===== src/rtl/hazard_forward_unit.sv =====
// Load-use hazard detection and EX operand-forwarding control for an in-order pipeline.
// Define FWD_X0_GUARD_EN to stop register 0 from ever forwarding or raising a stall.

module hazard_forward_unit #(
    parameter int AW       = 5,
    parameter int LOAD_LAT = 1
) (
    input  logic          clk,
    input  logic          rst,
    input  logic [AW-1:0] id_ra,
    input  logic [AW-1:0] id_rb,
    input  logic          id_mb,
    input  logic          id_valid,
    input  logic          id_we,
    input  logic          id_is_load,
    input  logic [AW-1:0] id_rd,
    input  logic          ex_flush,
    output logic          stall,
    output logic [1:0]    a_sel,
    output logic [1:0]    b_sel
);

    localparam logic [1:0] SEL_RF  = 2'b00;
    localparam logic [1:0] SEL_MEM = 2'b01;
    localparam logic [1:0] SEL_WB  = 2'b10;

    localparam bit         MULTI_BUBBLE = (LOAD_LAT > 1);
    localparam logic [1:0] CNT_INIT     = MULTI_BUBBLE ? 2'(LOAD_LAT - 2) : 2'd0;

    typedef enum logic {RUN, STALL} state_t;

    typedef struct packed {
        logic          valid;
        logic          we;
        logic          is_load;
        logic [AW-1:0] rd;
    } slot_t;

    // An instruction leaving MEM is only written back; no forwarding or hazard
    // decision reads the WB slot, so only EX and MEM occupancy is held here.
    slot_t         ex_slot;
    slot_t         ex_next;
    logic          mem_valid;
    logic          mem_we;
    logic [AW-1:0] mem_rd;

    state_t        state;
    state_t        state_next;
    logic [1:0]    cnt;
    logic [1:0]    cnt_next;

    logic          hazard;
    logic          bubble_in;
    logic [1:0]    a_next;
    logic [1:0]    b_next;

    function automatic logic writes_reg(input logic          valid,
                                        input logic          we,
                                        input logic [AW-1:0] rd,
                                        input logic [AW-1:0] r);
`ifdef FWD_X0_GUARD_EN
        return valid & we & (rd == r) & (rd != '0);
`else
        return valid & we & (rd == r);
`endif
    endfunction

    function automatic logic [1:0] pick_src(input logic [AW-1:0] r);
        // The older producer only wins when the younger one does not write r.
        if (writes_reg(ex_slot.valid, ex_slot.we, ex_slot.rd, r))
            return SEL_MEM;
        else if (writes_reg(mem_valid, mem_we, mem_rd, r))
            return SEL_WB;
        else
            return SEL_RF;
    endfunction

    always_comb begin
        hazard = id_valid & ex_slot.is_load &
                 (writes_reg(ex_slot.valid, ex_slot.we, ex_slot.rd, id_ra) |
                  (writes_reg(ex_slot.valid, ex_slot.we, ex_slot.rd, id_rb) & ~id_mb));
    end

    // FSM: state register
    always_ff @(posedge clk or negedge rst) begin
        if (!rst) begin
            state <= RUN;
            cnt   <= '0;
        end else begin
            // NOTE: all clocked state uses <= so every flop samples pre-edge values.
            state <= state_next;
            cnt   <= cnt_next;
        end
    end

    // FSM: next-state logic
    always_comb begin
        // NOTE: defaults first so no path through this block can infer a latch.
        state_next = state;
        cnt_next   = cnt;
        if (ex_flush) begin
            state_next = RUN;
            cnt_next   = '0;
        end else begin
            case (state)
                RUN: begin
                    if (hazard && MULTI_BUBBLE) begin
                        state_next = STALL;
                        cnt_next   = CNT_INIT;
                    end
                end
                STALL: begin
                    if (cnt == 2'd0) state_next = RUN;
                    else             cnt_next   = cnt - 2'd1;
                end
            endcase
        end
    end

    // FSM: output logic; a flush always releases the front end.
    always_comb begin
        stall = 1'b0;
        if (!ex_flush) begin
            case (state)
                RUN:   stall = hazard;
                STALL: stall = 1'b1;
            endcase
        end
    end

    always_comb begin
        bubble_in = stall | ex_flush | ~id_valid;
        ex_next   = '0;
        a_next    = SEL_RF;
        b_next    = SEL_RF;
        if (!bubble_in) begin
            ex_next = '{valid: 1'b1, we: id_we, is_load: id_is_load, rd: id_rd};
            a_next  = pick_src(id_ra);
            b_next  = id_mb ? SEL_RF : pick_src(id_rb);
        end
    end

    // NOTE: these are a handful of control flops, so all of them take the async reset.
    always_ff @(posedge clk or negedge rst) begin
        if (!rst) begin
            ex_slot   <= '0;
            mem_valid <= 1'b0;
            mem_we    <= 1'b0;
            mem_rd    <= '0;
            a_sel     <= SEL_RF;
            b_sel     <= SEL_RF;
        end else begin
            mem_valid <= ex_slot.valid;
            mem_we    <= ex_slot.we;
            mem_rd    <= ex_slot.rd;
            ex_slot   <= ex_next;
            a_sel     <= a_next;
            b_sel     <= b_next;
        end
    end

endmodule

===== config.mk =====
export PLATFORM = sky130hd
export DESIGN_NAME = hazard_forward_unit
export DESIGN_NICKNAME = d
export VERILOG_FILES = /design/src/rtl/hazard_forward_unit.sv
export SDC_FILE = /design/constraint.sdc
export NUM_CORES = 1
export LEC_CHECK = 0
export ABC_AREA = 1
export BUFFER_PORTS_ARGS = -buffer_cell sky130_fd_sc_hd__buf_2
export CORE_AREA = 5 5 61 63
export DETAILED_ROUTE_END_ITERATION = 10
export DIE_AREA = 0 0 66 68
export GPL_TIMING_DRIVEN = 1
export SYNTH_ARGS = -nofsm -noshare
export SYNTH_HDL_FRONTEND = slang
export SYNTH_SLANG_ARGS = --single-unit

===== constraint.sdc =====
create_clock -name clk -period 1.6 [get_ports clk]
set_clock_uncertainty 0.1 [all_clocks]
set_input_delay 0.08 -clock clk [delete_from_list [all_inputs] [get_ports clk]]
set_output_delay 0.08 -clock clk [all_outputs]
set_load 0.05 [all_outputs]

### Yosys cells after proc, flatten, opt, wreduce, memory -nomap -nowiden

Cells that the tools add are included.

| word-level totals | value |
|---|---|
| register bits | 22 |
| input bits | 22 |
| output and inout bits | 5 |
| logic and storage cells | 51 |

| cells by class | value |
|---|---|
| add/subtract/negate cells | 1 |
| eq/ne operators | 5 |
| mux-type cells | 16 |
| bitwise operators | 15 |
| reduce and logical (&&, ||, !) cells | 3 |

Operator list:

| operator | count |
|---|---|
| == test 5 bit | 4 |
| 2-to-1 mux 2 bit | 10 |
| AND 1 bit | 9 |
| 2-to-1 mux 8 bit | 1 |
| 2-to-1 mux 1 bit | 4 |
| inverter 1 bit | 3 |
| OR 1 bit | 3 |
| zero test 2 bit | 1 |
| inequality test 2 bit, second input constant | 1 |
| one-hot mux 1 bit (2 select lines) | 1 |
| AND reduction 2 bit | 1 |
| nonzero test 2 bit | 1 |
| subtractor 2 x 1 -> 2 bit, second input constant | 1 |

### Logic depth before layout (Yosys ltp)

Gate-level depths: netlist (run 1).

| logic depth | value |
|---|---|
| word-level depth | 10 |
| mapped depth | 11 |
| gate-level depth less buffers | 10 |

### Worst setup path before layout (run 1)

OpenSTA, ideal clock, no wires.

| timing | value |
|---|---|
| path kind | reg-to-output |
| start | reg ex_slot[4] in the netlist's numbering |
| end | out stall |
| data arrival time | 1.672 ns |
| data required time | 1.420 ns |
| slack | -0.252 ns |
| cell stages (with the launch flop) | 10 |
| buffers on the path | 0 |
| path through | dfrtp_1 > inv_1 > nand2_1 > nand2_1 > nand2_1 > nor2_1 > nand3_1 > nand2_1 > nand2_2 > a21oi_1 |

| on the way | value |
|---|---|
| word-level cells in the longest chain between the ends | 7 |
| elaborated cells between the ends (all ways) | 9 |
| classes of those cells | eq/ne (2); mux (2); bitwise (5) |

Ends and longest elaborated chain:

| element | line | text |
|---|---|---|
| start, declared | 41 | `slot_t ex_slot;` |
| start signal, assigned | 156 | `ex_slot <= ex_next;` |
| == test 5 bit | 64 | `return valid & we & (rd == r);` |
| AND 1 bit | 64 |  |
| AND 1 bit | 81 | `(writes_reg(ex_slot.valid, ex_slot.we, ex_slot.rd, id_rb) & ~id_mb));` |
| OR 1 bit (*) | 80 | `(writes_reg(ex_slot.valid, ex_slot.we, ex_slot.rd, id_ra) \|` |
| AND 1 bit (*) | 79 | `hazard = id_valid & ex_slot.is_load &` |
| one-hot mux 1 bit (2 select lines) (*) | 124 | `case (state)` |
| 2-to-1 mux 1 bit (*) | 123 | `if (!ex_flush) begin` |
| end, declared | 18 | `output logic stall,` |

Every way passes the cells marked *; elsewhere a longest branch is shown, timed or not.

### Final worst setup path (run 1)

Same ends and word-level chain as after synthesis.

==> flow_metrics.py, run 1 <==
metrics = {
    "sta": {
        "relSlewSlack_pct": 68.1,
        "setup_viol": 1,
        "tns_ns": -0.225,
        "rsz0062_at_grt": "true",
        "slew_violations": 0,
        "finalCritPeriodShare_pct": 114,
        "fin_ws_ns": -0.225,
        "fmax_ghz": 0.548,
        "period_needed_ns": 1.83,
        "worst_pin_slew_ns": 0.479,
        "holdWs_ns": 0.0237,
        "hold_viol": 0,
    },
    "cts": {
        "cts_tree": "yes",
        "cts_inserted_buffers": 3,
        "clk_path_buf_depth": 2,
        "htree_levels": 1,
        "clkTransAtPathRegs_ns": 0.12,
        "cts_root_buffer": "clkbuf_4",
        "clock_latency_ns": 0.30,
        "postCtsSetupRepairBufs": 0,
        "cts.sinks": 22,
    },
    "route": {
        "post_drt_wl_per_cell_um": 9.99,
        "post-route-drc-count": 0,
        "dr_wl_met3_um": 94,
        "vias_per_cell": 4.18,
        "dr.pass1.iters": 4,
        "route.met2.wl_um": 1100,
        "antenna_left": 0,
        "wl_um": 2090,
        "met1_length_um": 845,
        "dr.first_iter.drc_count": 16,
        "vias": 873,
        "dr.max_layer_used": "met4",
    },
    "power": {
        "vdd_drop_max_uv": 383,
        "leakage_nw": 0.743,
        "power_density_nw_per_um2": 803,
    },
    "global_routing": {
        "first_global_vias": 889,
        "overflow": 0,
        "grt_first_pass_wirelength_um": 3460,
        "antenna_found_initial": 0,
        "globalRouteTotalUtil_pct": 10.2,
        "grt_max_degree": 23,
    },
    "place": {
        "dp_slack_ns": -0.00886,
        "hpwlAfterDp_um": 1660,
        "placed_cell_area_um2": 1220,
        "routabilityCongestion": 0.842,
        "io_buffers": 26,
    },
    "setup_path": {
        "endpoint_kind": "primary output",
        "crit_arrival_ns": 1.65,
        "critical_path_class": "reg -> out",
        "startpoint_type": "register",
        "crit_fanout": 3,
        "required_ns": 1.42,
        "reg2reg_depth": 9,
    },
    "die": {
        "core-area_um2": 3180,
        "die_x_um": 66,
        "die_height_um": 68,
        "dieArea_um2": 4490,
        "io_pins": 27,
        "num_rows": 21,
        "start_util_pct": 32.5,
    },
    "layout": {
        "antenna_cells": 0,
        "drive_gt1_share_pct": 23.9,
        "final_util_pct": 44.1,
        "final_cell_mix": "inv_1, buf_2, dfrtp_1, nand2_1, nor2_1",
        "final_area_um2": 1400,
        "fin_nets": 187,
        "area_growth_pct": 35.4,
    },
    "synth": {
        "synth_seq_cells": 22,
        "avgSynthCellArea_um2": 8.48,
        "yosysSeqAreaShare_pct": 53.2,
        "syn_nets": 145,
        "yosysWarnings": 0,
        "netlist_area_um2": 1030,
        "synth_cells": 122,
        "ys_types": 19,
    },
    "min_path": {
        "min_path_cells": 4,
        "hold_path_class": "in -> reg",
    },
    "run_status": {
        "status": "complete, but fails checks",
        "violations": "negative setup slack",
    },
    "job": {
        "cap_violations": 0,
    },
}
-- flip-flops by register name, summed over array words and instances, names as in the netlist --
signal,flops
a_sel,2
b_sel,2
cnt,2
ex_slot,8
mem_rd,5
mem_valid,1
mem_we,1
state,1
-- routing by layer --
| metal | global-route usage, % | vias up |
|---|---|---|
| met3 | 1.48 | 4 |
| met4 | 6.85 | 0 |
| met1 | 10.6 | 405 |
| li1 | - | 450 |
| met5 | 0 | - |
| met2 | 19.1 | 14 |
-- power breakdown --
group	internal, mW	switching (mW)	total (mW)
Clock	0.253	0.162	0.415
Combinational	0.0630	0.0669	0.130
Sequential	0.571	0.00992	0.581
Total	0.887	0.239	1.13
-- path summary, 6_finish.rpt --
path                                 startpoint                   end  slack [ns]
hold reg to reg            ex_slot[3]$_DFF_PN0_   mem_rd[3]$_DFF_PN0_        0.29
max in group asynchronous                   rst  ex_slot[3]$_DFF_PN0_        0.92
setup / recovery           ex_slot[4]$_DFF_PN0_                 stall       -0.23
setup reg to reg           ex_slot[0]$_DFF_PN0_    a_sel[0]$_DFF_PN0_        0.09
hold / removal                         id_rb[3]    b_sel[1]$_DFF_PN0_        0.02
min in group asynchronous                   rst   mem_rd[2]$_DFF_PN0_        0.15
-- cell type report --
cell class | count | area [µm²]
clock buffers | 3 | 22.5
clock inverters | 1 | 30.0
fillers | 325 | 1780
inverters | 26 | 97.6
multi-input cells | 73 | 389
flip-flops and latches | 22 | 551
well taps | 46 | 57.6
repair buffers | 38 | 254
-- kinds of logic (layout without fill, tap and decap cells) --
logic type / after synthesis / in the layout / share of synthesized area (%)
compound gates: 12 / 12 / 6.77
xor+xnor: 9 / 9 / 7.62
fa+ha+maj: 1 / 1 / 1.21
buf+inv: 27 / 68 / 10.5
flops: 22 / 22 / 53.2
simple gates: 51 / 51 / 20.7
-- worst max-delay path: stages, from the launching register on --
cell	delay, ns
dfrtp_1	0.42
inv_2	0.07
nand2_1	0.05
nand2_1	0.06
nand2_1	0.07
nor2_2	0.12
nand3_2	0.09
nand2_2	0.07
nand2_2	0.06
a21oi_2	0.15
buf_6	0.18
-- synth_stat cells (all sizes together) --
cell type	count	area (µm²)
o21bai	1	7.51
ha	1	12.5
xor2	5	43.8
o21ai	5	25.0
nand4	2	12.5
nand2	23	88.8
a211oi	2	15.0
buf	1	11.3
a21oi	2	10.0
nand3	4	25.0
dfrtp	22	551
nor2	20	77.6
inv	26	97.6
nor3	2	10.0
xnor2	4	35.0
o22ai	2	12.5
-- stage by stage --
| step | cells | power (mW) |
|---|---|---|
| after floorplan | 122 | 0.646 |
| after global routing | 209 | 1.18 |
| after global placement | 194 | 0.700 |
| after detailed placement | 194 | 0.702 |
| final | 209 | 1.13 |
| after CTS | 209 | 1.14 |
-- timing repair --
action	in CTS	in global routing
hold endpoints to repair	33	0
setup endpoints to repair	1	13
pin swaps	0	0
gates resized for setup	3	4
hold buffers	11	0
Power figures use the tool's default switching activity.
==> run 2, diff against run 1 <==
Settings changed: SETUP_SLACK_MARGIN set to 0.1.
==> flow_metrics.py, run 2 (same netlist as run 1, synthesis figures left out) <==
metrics = {
    "cts": {
        "cts.sinks": 22,
        "cts_root_buffer": "clkbuf_4",
        "clkTransAtPathRegs_ns": 0.12,
        "cts_inserted_buffers": 3,
        "htree_levels": 1,
        "clk_path_buf_depth": 2,
        "cts_tree": "yes",
        "clock_latency_ns": 0.29,
    },
    "setup_path": {
        "endpoint_kind": "primary output",
        "crit_arrival_ns": 1.64,
        "max_stage_delay_ns": 0.43,
        "regToRegEndpoint": "b_sel[1]$_DFF_PN0_",
        "startpoint": "ex_slot[2]$_DFF_PN0_",
        "critical_path_class": "reg -> out",
        "startpoint_type": "register",
        "path_buf_inv": 1,
        "reg2reg_depth": 9,
        "cp.depth": 7,
        "rrSetupSlack_ns": 0.05,
        "cp_top_family": "flip-flops",
        "required_ns": 1.42,
        "r2r-start": "ex_slot[4]$_DFF_PN0_",
        "slowest_stage": "dfrtp_1",
        "crit_path_cell_trace": "xor2_1 > nor2_2 > nand3_2 > nand2_2 > nand2_4 > a21oi_4 > buf_6",
        "cp-endpoint": "stall",
        "crit_fanout": 3,
    },
    "die": {
        "die_x_um": 66,
        "start_util_pct": 32.5,
        "num_rows": 21,
        "dieArea_um2": 4490,
        "core-area_um2": 3180,
        "die_height_um": 68,
        "io_pins": 27,
    },
    "sta": {
        "fmax_ghz": 0.549,
        "hold_viol": 0,
        "holdWs_ns": 0.0388,
        "finalCritPeriodShare_pct": 114,
        "fin_ws_ns": -0.223,
        "worst_pin_slew_ns": 0.481,
        "rsz0062_at_grt": "true",
        "setup_viol": 1,
        "slew_violations": 0,
        "period_needed_ns": 1.82,
        "relSlewSlack_pct": 67.9,
    },
    "route": {
        "vias": 870,
        "vias_per_cell": 4.16,
        "antenna_left": 0,
        "wl_um": 2110,
        "dr.pass1.iters": 3,
        "post_drt_wl_per_cell_um": 10.1,
        "post-route-drc-count": 0,
        "dr.first_iter.drc_count": 22,
    },
    "global_routing": {
        "grt_first_pass_wirelength_um": 3590,
        "first_global_vias": 867,
        "antenna_found_initial": 0,
        "overflow": 0,
        "grt_max_degree": 23,
        "globalRouteTotalUtil_pct": 10.5,
    },
    "power": {
        "pwr-share-seq_pct": 60.8,
        "p_sw_share_pct": 24.5,
        "power.share.clock_pct": 25.1,
        "combPwrFrac_pct": 14.2,
        "power_switching_mw": 0.234,
        "finalPower_mw": 0.957,
        "vdd_drop_max_uv": 270,
        "intPower_mw": 0.722,
        "power_density_nw_per_um2": 682,
        "leakage_nw": 0.754,
    },
    "layout": {
        "area_growth_pct": 35.6,
        "layout_commonest_cell": "buf_2",
        "regMostFlops": "ex_slot",
        "fin_nets": 188,
        "reg_top3": "ex_slot x8, mem_rd x5",
        "final_util_pct": 44.1,
        "final_area_um2": 1400,
        "fin_cells": 209,
        "drive_gt1_share_pct": 28.2,
        "largest_reg_flops": 8,
        "antenna_cells": 0,
        "final_cell_mix": "buf_2, inv_1, dfrtp_1, nand2_1, nor2_1",
    },
    "place": {
        "placed_cell_area_um2": 1230,
        "io_buffers": 26,
        "dp_cells": 194,
        "routabilityCongestion": 0.748,
        "hpwlAfterDp_um": 1650,
    },
    "min_path": {
        "hold_path_class": "in -> reg",
    },
    "job": {
        "cap_violations": 0,
    },
    "run_status": {
        "status": "complete, but fails checks",
        "violations": "negative setup slack",
    },
}
## run 2: changes by cell type in the layout (fill, tap and decap cells not counted), sizes merged
cell / previous run / this run
buf: 27 / 29
bufinv: 1 / 0
dlygate4sd3: 11 / 10
## run 2: stage by stage
stage,TNS [ns],setup WS [ns]
2_1_floorplan,0,0.170
3_3_place_gp,0,0.0448
3_5_place_dp,0,0.0189
4_1_cts,-0.228,-0.228
5_1_grt,-1.14,-0.302
6_report,-0.223,-0.223
## run 2: tightest hold or removal path, delay by kind of cell
kind            cells  cell delay [ns]
compound gates      1             0.08
buf+inv             1             0.12
simple gates        2             0.12
## run 2: worst min path at each step
| stage | startpoint | to | slack [ns] | depth (start not counted) |
|---|---|---|---|---|
| global placement | rst | ex_slot[2]$_DFF_PN0_ | -0.04 | 1 |
| floorplan | rst | a_sel[0]$_DFF_PN0_ | -0.32 | 0 |
| finish | id_rb[4] | b_sel[1]$_DFF_PN0_ | 0.04 | 4 |
| CTS | id_rb[3] | b_sel[1]$_DFF_PN0_ | 0.03 | 4 |
| detailed placement | rst | ex_slot[1]$_DFF_PN0_ | -0.03 | 1 |
| global route | id_rb[4] | b_sel[1]$_DFF_PN0_ | 0.03 | 4 |
## run 2: layout make-up
class | instances | area, µm²
Tap cell | 46 | 57.6
Inverter | 26 | 97.6
Fill cell | 328 | 1780
Multi-Input combinational cell | 73 | 415
Sequential cell | 22 | 551
Timing Repair Buffer | 39 | 259
Clock buffer | 3 | 22.5
## run 2: power by group through the flow
stage          Clock [mW]  Sequential (mW)  Combinational [mW]
2_1_floorplan           0            0.590              0.0560
3_3_place_gp            0            0.591               0.109
3_5_place_dp            0            0.592               0.111
4_1_cts             0.246            0.581               0.130
5_1_grt             0.263            0.584               0.153
6_report            0.240            0.581               0.136
## run 2: per-layer routing
layer / track usage [%] / up-vias / wire length, µm
li1: - / 452 / -
met1: 11.5 / 402 / 854
met2: 19.4 / 14 / 1140
met3: 1.48 / 2 / 81
met4: 6.09 / 0 / 34
met5: 0 / - / 0
## run 2: what timing repair did
action,4_1_cts,5_1_grt
pin swaps,1,9
buffers inserted,0,2
setup endpoints to repair,13,13
hold buffers,10,0
gates resized for setup,3,11
hold endpoints to repair,32,0
==> run 3, diff against run 2 <==
Settings changed: CORE_AREA 5 5 61 63 to 3 3 59 61, CTS_CLUSTER_SIZE set to 28, DIE_AREA 0 0 66 68 to 0 0 62 64.
==> flow_metrics.py, run 3 (same netlist as run 1, synthesis figures left out) <==
metrics = {
    "route": {
        "vias_per_cell": 4.31,
        "dr.first_iter.drc_count": 16,
        "wl_um": 2180,
        "dr.pass1.iters": 4,
        "vias": 905,
        "post_drt_wl_per_cell_um": 10.4,
        "post-route-drc-count": 0,
        "antenna_left": 0,
    },
    "sta": {
        "fin_ws_ns": -0.232,
        "hold_viol": 0,
        "period_needed_ns": 1.83,
        "setup_viol": 1,
        "relSlewSlack_pct": 68.4,
        "fmax_ghz": 0.546,
        "worst_pin_slew_ns": 0.474,
        "rsz0062_at_grt": "true",
        "slew_violations": 0,
        "holdWs_ns": 0.0351,
        "finalCritPeriodShare_pct": 115,
    },
    "setup_path": {
        "cp.depth": 10,
        "path_buf_inv": 2,
        "crit_fanout": 3,
        "reg2reg_depth": 11,
        "cp_top_family": "simple AND/OR/NAND/NOR gates",
        "critical_path_class": "reg -> out",
        "crit_arrival_ns": 1.65,
        "rrSetupSlack_ns": 0.08,
        "slowest_stage": "dfrtp_1",
        "r2r-start": "ex_slot[4]$_DFF_PN0_",
        "cpMostUsedCell": "nand2_2",
        "crit_path_cell_trace": "inv_2 > nand2_1 > nand2_1 > nand2_2 > nor2_4 > nand3_2 > nand2_2 > nand2_2 > a21oi_4 > buf_6",
        "regToRegEndpoint": "ex_slot[7]$_DFF_PN0_",
        "required_ns": 1.42,
        "endpoint_kind": "primary output",
        "startpoint_type": "register",
        "max_stage_delay_ns": 0.43,
        "startpoint": "ex_slot[4]$_DFF_PN0_",
    },
    "layout": {
        "fin_nets": 190,
        "seq_area_um2": 551,
        "layout_commonest_cell": "buf_2",
        "drive_gt1_share_pct": 28.3,
        "final_cell_mix": "buf_2, inv_1, dfrtp_1, nand2_1, nor2_1",
        "largest_reg_flops": 8,
        "n_fill_cell": 305,
        "area_growth_pct": 41.6,
        "multi_input_area_um2": 440,
        "antenna_cells": 0,
        "regMostFlops": "ex_slot",
        "reg_top3": "ex_slot x8, mem_rd x5",
    },
    "global_routing": {
        "overflow": 0,
        "grt_max_degree": 23,
        "grt_first_pass_wirelength_um": 3660,
        "antenna_found_initial": 0,
        "first_global_vias": 878,
        "globalRouteTotalUtil_pct": 12.7,
    },
    "die": {
        "die_x_um": 62,
        "die_height_um": 64,
        "io_pins": 27,
        "num_rows": 20,
        "dieArea_um2": 3970,
        "core-area_um2": 3030,
        "start_util_pct": 34.2,
    },
    "place": {
        "dp_slack_ns": 0.0180,
        "io_buffers": 26,
        "routabilityCongestion": 0.833,
        "hpwlAfterDp_um": 1620,
    },
    "power": {
        "power_density_nw_per_um2": 782,
        "leakage_nw": 0.762,
        "vdd_drop_max_uv": 297,
    },
    "cts": {
        "clk_path_buf_depth": 2,
        "cts_tree": "yes",
        "clock_latency_ns": 0.31,
        "htree_levels": 1,
        "cts_inserted_buffers": 3,
        "clkTransAtPathRegs_ns": 0.13,
        "cts.sinks": 22,
        "cts_root_buffer": "clkbuf_4",
    },
    "min_path": {
        "hold_path_class": "in -> reg",
        "worst_hold_startpoint": "id_rb[3]",
        "hold_end": "b_sel[1]$_DFF_PN0_",
        "min_path_cells": 4,
    },
    "job": {
        "cap_violations": 0,
    },
    "run_status": {
        "status": "complete, but fails checks",
        "violations": "negative setup slack",
    },
}
==> run 3: layer usage <==
layer	up-vias	GRT usage, %	share of wire (%)
met1	427	13.6	40
met3	2	2.42	3.9
met4	0	7.96	1.6
met2	16	21.8	54
met5	-	0	0
li1	460	-	-
==> run 3: how the worst max path moves through the flow <==
stage,end,slack (ns)
after floorplan,stall,0.17
after global placement,stall,0.04
after detailed placement,stall,0.02
after CTS,stall,-0.28
after global routing,stall,-0.36
final,stall,-0.23
==> run 3: stage by stage <==
stage / setup TNS, ns / cells / area [µm²] / utilization, % / total power, mW
2_1_floorplan: 0 / 122 / 1050 / - / 0.646
6_report: -0.232 / 210 / 1470 / 48.4 / 1.15
4_1_cts: -0.276 / 208 / 1400 / 46.4 / 1.15
5_1_grt: -0.550 / 210 / 1470 / 48.4 / 1.20
3_3_place_gp: 0 / 192 / 1230 / 40.5 / 0.700
3_5_place_dp: 0 / 192 / 1230 / 40.5 / 0.701
==> run 3: final cells by class <==
class | count | share of cell area (%)
flip-flops and latches | 22 | 37.6
multi-input cells | 74 | 30.1
repair buffers | 40 | 18.4
inverters | 26 | 6.66
well taps | 44 | 3.76
clock inverters | 1 | 2.05
clock buffers | 3 | 1.54
==> run 3: where the power goes <==
part,switching (mW),leakage [nW],internal (mW)
registers,0.0106,0.299,0.571
clock network,0.173,0.0279,0.253
logic,0.0718,0.436,0.0668
==> run 3: worst reg2reg max path, stage by stage, from the launching register on <==
cell,delay [ns]
dfrtp_1,0.43
inv_2,0.07
nand2_1,0.05
nand2_1,0.07
nand2_2,0.07
nor2_4,0.09
nand3_2,0.09
nand2_2,0.08
nand2_2,0.07
buf_4,0.16
nand3_4,0.09
inv_1,0.05
==> run 3: what timing repair did <==
action | in CTS | in global routing
pin swaps | 2 | 7
hold buffers | 11 | 0
gates resized for setup | 3 | 12
hold endpoints to repair | 31 | 0
gates cloned | 0 | 1
setup endpoints to repair | 13 | 13
buffers inserted | 1 | 1
